### config.mk
export PLATFORM = sky130hd
export DESIGN_NAME = truth_table_scanner
export DESIGN_NICKNAME = d
export VERILOG_FILES = /design/src/rtl/truth_table_scanner.sv
export SDC_FILE = /design/constraint.sdc
export NUM_CORES = 1
export LEC_CHECK = 0
export CORE_ASPECT_RATIO = 1.5
export CORE_MARGIN = 2
export CORE_UTILIZATION = 50
export CTS_BUF_LIST = sky130_fd_sc_hd__clkbuf_8
export DETAILED_ROUTE_END_ITERATION = 12
export DONT_BUFFER_PORTS = 1
export GPL_TIMING_DRIVEN = 1
export PLACE_DENSITY_LB_ADDON = 0.3
export SLEW_MARGIN = 20
export SYNTH_ARGS = -nofsm -noshare
export SYNTH_HDL_FRONTEND = slang
export SYNTH_SLANG_ARGS = --single-unit
### constraint.sdc
create_clock -name clk -period 5.5 [get_ports clk]
set_clock_uncertainty 0.15 [all_clocks]
set_input_delay 1.1 -clock clk [delete_from_list [all_inputs] [get_ports clk]]
set_output_delay 1.1 -clock clk [all_outputs]
set_load 0.01 [all_outputs]
### src/rtl/truth_table_scanner.sv
`default_nettype none
// ============================================================================
// Module   : truth_table_scanner
// Purpose  : Walks a 5-bit vector through all 32 values and captures the
//            sampled response of a downstream function.
// Revision : 1.0  initial release
// ============================================================================
module truth_table_scanner #(
    parameter int SETTLE = 1
) (
    input  logic        clk,
    input  logic        rst,
    input  logic        start,
    input  logic        abort,
    input  logic        y_in,
    output logic [4:0]  x_out,
    output logic        busy,
    output logic        done,
    output logic        valid,
    // "table" is a reserved word, so the captured table uses this name
    output logic [31:0] truth_table,
    output logic [5:0]  ones
);

    localparam logic [1:0] S_IDLE   = 2'd0;
    localparam logic [1:0] S_DRIVE  = 2'd1;
    localparam logic [1:0] S_SAMPLE = 2'd2;
    localparam logic [1:0] S_DONE   = 2'd3;

    localparam logic [3:0] c_settle_last = 4'(SETTLE - 1);
    localparam logic [4:0] c_last_vec    = 5'd31;

    logic [1:0]  r_state;
    logic [3:0]  r_cnt;
    logic [4:0]  r_x;
    logic        r_busy;
    logic        r_done;
    logic        r_valid;
    logic [31:0] r_table;
    logic [5:0]  r_ones;

    always_ff @(posedge clk) begin
        if (rst) begin
            r_state <= S_IDLE;
            r_cnt   <= '0;
            r_x     <= '0;
            r_busy  <= 1'b0;
            r_done  <= 1'b0;
            r_valid <= 1'b0;
            r_table <= '0;
            r_ones  <= '0;
        end else begin
            case (r_state)
                S_IDLE: begin
                    // abort beats start; neither takes effect together
                    if (start && !abort) begin
                        r_state <= S_DRIVE;
                        r_cnt   <= '0;
                        r_x     <= '0;
                        r_busy  <= 1'b1;
                        r_valid <= 1'b0;
                        r_table <= '0;
                        r_ones  <= '0;
                    end
                end
                S_DRIVE: begin
                    if (abort) begin
                        r_state <= S_IDLE;
                        r_x     <= '0;
                        r_busy  <= 1'b0;
                        r_valid <= 1'b0;
                    end else if (r_cnt == c_settle_last) begin
                        r_state <= S_SAMPLE;
                    end else begin
                        r_cnt <= r_cnt + 4'd1;
                    end
                end
                S_SAMPLE: begin
                    if (abort) begin
                        r_state <= S_IDLE;
                        r_x     <= '0;
                        r_busy  <= 1'b0;
                        r_valid <= 1'b0;
                    end else begin
                        r_table[r_x] <= y_in;
                        r_ones       <= r_ones + {5'd0, y_in};
                        if (r_x == c_last_vec) begin
                            r_state <= S_DONE;
                            r_busy  <= 1'b0;
                            r_done  <= 1'b1;
                        end else begin
                            r_state <= S_DRIVE;
                            r_x     <= r_x + 5'd1;
                            r_cnt   <= '0;
                        end
                    end
                end
                default: begin
                    r_state <= S_IDLE;
                    r_done  <= 1'b0;
                    r_valid <= 1'b1;
                    r_x     <= '0;
                end
            endcase
        end
    end

    assign x_out       = r_x;
    assign busy        = r_busy;
    assign done        = r_done;
    assign valid       = r_valid;
    assign truth_table = r_table;
    assign ones        = r_ones;

endmodule
`default_nettype wire

==> results.md, run 1 <==
* Row Count at 33
* Pleak at 0.934 nW
* Wire per inst at 16.6 um
* Setup bufs post-CTS at 0
* Ports at 51
* Post-CTS sizing at 0
* Reg2Reg Setup Slack at 3050 ps
* Core area at 0.00537 sq mm
* Synth Register Bits at 52
* Worst r2r src: r_state[0]
* Clock sinks at 52
* Die ar. at 0.00610 sq mm
* Crit path launch type: flop
* Slowest CP cell: clkinv_1
* Worst-margin pin slew at ~900 ps
* PortBufs at 0
* Root buf cell: clkbuf_8
* Die span in x at 64.4 um
* Chip height at 94.7 um
* Worst R2R Path Depth at 6
* Status: complete, no violations
* Crit path DAT at 2550 ps
* Asr flop ratio synth at 0%
* Syn_nets at 361
* Synthesized area at 0.00274 sq mm
* Worst EP required at approximately 5600 ps
* Max Cap Viol at 0
* Synth Warn # at 0
* Antenna violations before repair at 0
* H-Tree Depth at 2
* Worst slew margin at roughly two fifths
* HP Start: r_cnt[3]
* Clk_lat worst skew at approximately 300 ps
* Cell variety after synth at between 40 and 50
* DRT Pass-1 Iters at 4
* Placer Congestion at 0.831
* Unrepaired setup endpoints after global routing: no
* Post-synth EDFFs at 0
* Setup TNS Final at 0 ps
* Mapped Cells at 342
* DR DRC count at 0
* Worst-path maximum fanout at 34
* Fin crit period at approximately 2500 ps
* Worst-path cell chain: inv_1 -> ha_1 -> clkinv_1 -> a41oi_1 -> o21ai_1 -> a21oi_1
* Share of post-route cells with drive strength above 1 at around 2.8%
* Final Hold Vio Count at 0
* VDD IR max at 209 uV
* Vias in the first global route at 2211
* Iter 0 DRT Violations at 163
* Nets at roughly 340
* Sequential fraction of the synthesis area at 38.0%
* Hold Path Class: reg -> reg
* GRT Total Usage at ~22%
* Area occupied by multi-input gates at 0.00147 sq mm
* Pwr/cell area at 264 mW/mm^2
* CTS clk-pin slew, worst paths at 90 ps
* Total global routing overflow at 0
* Most common cell after layout, fill and taps aside: a21oi_1
* Final setup vio count at 0
* Pin count of the biggest net entering global routing at 55
* Fin crit share at 44.6%
* Setup CP Type: reg -> reg
* Hpwl dp at approximately 4400 um
* Slew Limit Fails at 0
* Final ANT Viol Nets at 0
* Max clock buf depth at 2
* WHS Path Cells at 2
* Reg area at 0.00104 sq mm
* Avg Inst Size Synth at 8.01 sq um
* Crit end category: flop
* First-pass GRT wire length at 10800 um
* RR Endpoint: truth_table[31]
* P&R area growth vs syn at -0.0912%
* Hold_ws at around 350 ps
* Total Routed Length at 6460 um
* TritonCTS clock tree: built
* Dominant synthesized flop cell: dfxtp_1
* Achievable Freq at 408 MHz
* # fillers at 541
* TritonCTS Buffers at 5
* Most frequent cells in the layout: a21oi_1 (56), dfxtp_1 (52), nand2_1 (33)
* Antenna Cells at 0
* Slowest stage delay, CP at 760 ps
* Routed vias/inst at 6.08
* Initial Util at between 50% and 60%
* Post-CTS Hold Fix Bufs at 0
* Via count at approximately 2400
* Fin util at 51.0%
* Hold worst-path end: r_cnt[3]
## flip-flops by register name, summed over array words and instances (netlist names)
register	count
r_cnt	4
valid	1
r_state	2
truth_table	32
busy	1
ones	6
done	1
x_out	5
## synth_stat cells, drive strengths merged (8+ instances only)
cell / n / area, sq um
a21oi: 56 / 280
dfxtp: 52 / 1040
nand2: 33 / 124
o21ai: 33 / 165
buf: 22 / 144
a31oi: 18 / 113
nand3: 18 / 90.1
ha: 14 / 175
clkbuf: 11 / 43.8
nor2: 10 / 37.5
inv: 9 / 33.8
nor2b: 8 / 50.1
## report_power, final
group	switching, W	leakage (nW)	internal, W
registers	0.00000626	0.419	0.000382
clock network	0.000121	0.0538	0.0000992
logic	0.0000768	0.461	0.0000373
## kinds of logic (layout without fill, tap and decap cells)
logic type                 count (synthesis)  in the layout  synth area share (%)
AOI/OAI and AO/OA                        128            128                  26.8
xor gates and xnor gates                   4              4                  1.28
adders and majority gates                 14             14                  6.39
buffers and inverters                     44             20                  8.36
DFF                                       52             52                  38.0
muxes                                      2              2                 0.867
and+or+nand+nor                           98             98                  18.3
## worst max-delay path, delay by kind of cell (launching register included)
family	cells	cell delay (ps)
fa+ha+maj	1	310
flops	1	340
buf+inv	2	860
compound gates	3	710
## cell type report
| class | count | share of cell area (%) |
|---|---|---|
| clock buffers | 6 | 3.02 |
| clock inverters | 2 | 0.274 |
| inverters | 11 | 1.51 |
| multi-input cells | 246 | 53.7 |
| flip-flops and latches | 52 | 38.0 |
| well taps | 70 | 3.20 |
| repair buffers | 1 | 0.274 |
## per-layer routing
layer  vias up  share of wire (%)  track usage [%]
li1       1189                  -                -
met1      1090                 40             25.8
met3        11                5.2             5.36
met5         -                  0                0
met2        70                 52             38.2
met4         0                2.2             9.04
## per-stage QoR
| step | area (sq um) | instances | setup slack (ps) | total power [W] |
|---|---|---|---|---|
| global route | 2740 | 388 | 2760 | 0.000758 |
| finish | 2740 | 388 | 3050 | 0.000723 |
| floorplan | 2740 | 342 | 3280 | 0.000503 |
| global placement | 2650 | 380 | 2680 | 0.000509 |
| CTS | 2740 | 388 | 2720 | 0.000728 |
| detailed placement | 2650 | 380 | 2610 | 0.000510 |
## worst max path at each step
stage                          start              end  slack [ps]  depth (start not counted)
after floorplan                abort         r_cnt[0]        3280                          5
after global placement         start  truth_table[12]        2680                          4
after detailed placement       start  truth_table[11]        2610                          4
after CTS                 r_state[0]  truth_table[10]        2720                          6
after global routing      r_state[0]  truth_table[30]        2760                          6
final                     r_state[0]  truth_table[31]        3050                          6
(Power assumes the default switching activity.)
==> inputs of run 2 (changes only) <==
==> constraint.sdc (replaced) <==
create_clock -name clk -period 2.2 [get_ports clk]
set_clock_uncertainty 0.15 [all_clocks]
set_input_delay 0.44 -clock clk [delete_from_list [all_inputs] [get_ports clk]]
set_output_delay 0.44 -clock clk [all_outputs]
set_load 0.01 [all_outputs]
==> results.md, run 2 (synthesized netlist as in run 1, its figures left out) <==
* Unrepaired setup endpoints after global routing: no (unchanged)
* Final setup vio count at 0 (unchanged)
* Max clock buf depth at 2 (unchanged)
* Antenna Cells at 0 (unchanged)
* Wire per inst at 16.4 um (was 16.6 um)
* Total Routed Length at 6530 um (was 6460 um)
* Achievable Freq at 509 MHz (was 408 MHz)
* P&R area growth vs syn at 3.88% (was -0.0912%)
* Hpwl dp at 4510 um (was 4390 um)
* TritonCTS Buffers at 5 (unchanged)
* Slew Limit Fails at 0 (unchanged)
* Status: complete, no violations (unchanged)
* Switch share at 28.2% (about the same)
* Die span in x at 64.4 um (unchanged)
* Clk_lat worst skew at 300 ps (about the same)
* Antenna violations before repair at 0 (unchanged)
* H-Tree Depth at 2 (unchanged)
* Ports at 51 (unchanged)
* Setup bufs post-CTS at 0 (unchanged)
* Via count at 2417 (was 2360)
* Internal at 0.00132 W (was 0.000519 W)
* Gate power share at 16.7% (was 15.8%)
* DRT Pass-1 Iters at 4 (unchanged)
* Final Hold Vio Count at 0 (unchanged)
* Fin crit period at 1960 ps (was 2450 ps)
* Total global routing overflow at 0 (unchanged)
* Net switching power at 0.000519 W (was 0.000204 W)
* Iter 0 DRT Violations at 266 (was 163)
* Crit path DAT at 2000 ps (was 2550 ps)
* Post-CTS sizing at 0 (unchanged)
* Pleak at 0.991 nW (was 0.934 nW)
* Die ar. at 0.00610 sq mm (unchanged)
* Worst-path maximum fanout at 3 (was 34)
* Crit end category: flop (unchanged)
* CTS clk-pin slew, worst paths at 90 ps (about the same)
* Setup TNS Final at 0 ps (unchanged)
* Routed vias/inst at 6.06 (was 6.08)
* Max Cap Viol at 0 (unchanged)
* Final ANT Viol Nets at 0 (unchanged)
* Worst EP required at 2240 ps (was 5590 ps)
* DR DRC count at 0 (unchanged)
* HP Start: rst (was r_cnt[3])
* Pwr/cell area at 646 mW/mm^2 (was 264 mW/mm^2)
* CP startpoint: x_out[0] (was r_state[0])
* Clock power share at 30.5% (was 30.4%)
* VDD IR max at 406 uV (was 209 uV)
* Most common cell after layout, fill and taps aside: a21oi_1 (unchanged)
* Vias in the first global route at 2298 (was 2211)
* Max reg flops at 32 (unchanged)
* Worst r2r src: x_out[0] (was r_state[0])
* Clock sinks at 52 (unchanged)
* Pin count of the biggest net entering global routing at 55 (unchanged)
* Chip height at 94.7 um (unchanged)
* GRT Total Usage at 22.7% (was 22.0%)
* Root buf cell: clkbuf_8 (unchanged)
* Setup CP Type: reg -> reg (unchanged)
* Worst-margin pin slew at 733 ps (was 888 ps)
* Sequential share of power at 52.8% (was 53.8%)
* Most frequent cells in the layout: a21oi_1 (55), dfxtp_1 (52), nand2_1 (33) (was a21oi_1 (56), dfxtp_1 (52), nand2_1 (33))
* Final instance area at 0.00285 sq mm (was 0.00274 sq mm)
* PortBufs at 0 (unchanged)
* DP Area at 0.00274 sq mm (was 0.00265 sq mm)
* Worst slew margin at 50.9% (was 40.4%)
* Share of post-route cells with drive strength above 1 at 6.69% (was 2.83%)
* First-pass GRT wire length at 11100 um (was 10800 um)
* TritonCTS clock tree: built (unchanged)
* Initial Util at 51.0% (unchanged)
* Row Count at 33 (unchanged)
* Post-CTS Hold Fix Bufs at 0 (unchanged)
* Final Power at 0.00184 W (was 0.000723 W)
* Core area at 0.00537 sq mm (unchanged)
* Placer Congestion at 0.844 (was 0.831)
* Nets at 347 (was 336)
* Hold Path Class: in -> reg (was reg -> reg)
* Fin crit share at 89.3% (was 44.6%)
* Crit path launch type: flop (unchanged)
run 2: area by class of cell:
class | instances | area, sq um
fill | 517 | 2520
multi-input combinational | 246 | 1480
sequential | 52 | 1040
timing repair buffer | 12 | 103
tap | 70 | 87.6
clock buffer | 6 | 82.6
inverter | 11 | 41.3
clock inverter | 2 | 11.3
run 2: per-stage QoR:
step | setup slack (ps) | hold WS, ps | utilization, % | cells
global route | 10.2 | 31.5 | 53.0 | 399
detailed placement | 133 | 329 | 51.1 | 391
floorplan | 69.3 | 307 | - | 342
finish | 236 | 46.6 | 53.0 | 399
CTS | 127 | 38.0 | 52.8 | 399
global placement | 202 | 326 | 51.1 | 391
run 2: worst max-delay path: stages, from the launching register on:
cell	delay, ps
dfxtp_1	330
ha_1	200
and3_1	200
ha_1	200
o21a_1	200
a211o_1	300
a21oi_1	180
o32ai_1	100
run 2: per-layer routing:
layer / up-vias / routed length, um / GRT usage, %
met5: - / 0 / 0
met4: 0 / 125 / 7.80
met3: 10 / 324 / 4.89
met2: 58 / 3510 / 41.0
met1: 1146 / 2570 / 26.2
li1: 1203 / - / -
run 2: final timing paths:
| path | cells past startpoint | slack [ps] | to |
|---|---|---|---|
| max | 7 | 240 | r_cnt[1] |
| min | 1 | 50 | x_out[1] |
| max reg2reg | 7 | 240 | r_cnt[1] |
| min reg2reg | 2 | 340 | r_cnt[3] |
run 2: power by group through the flow:
stage	Sequential [W]	Combinational, W	Clock, W
floorplan	0.000991	0.000268	0
global placement	0.000993	0.000297	0
detailed placement	0.000993	0.000299	0
CTS	0.000971	0.000300	0.000582
global route	0.000973	0.000349	0.000610
finish	0.000971	0.000308	0.000561
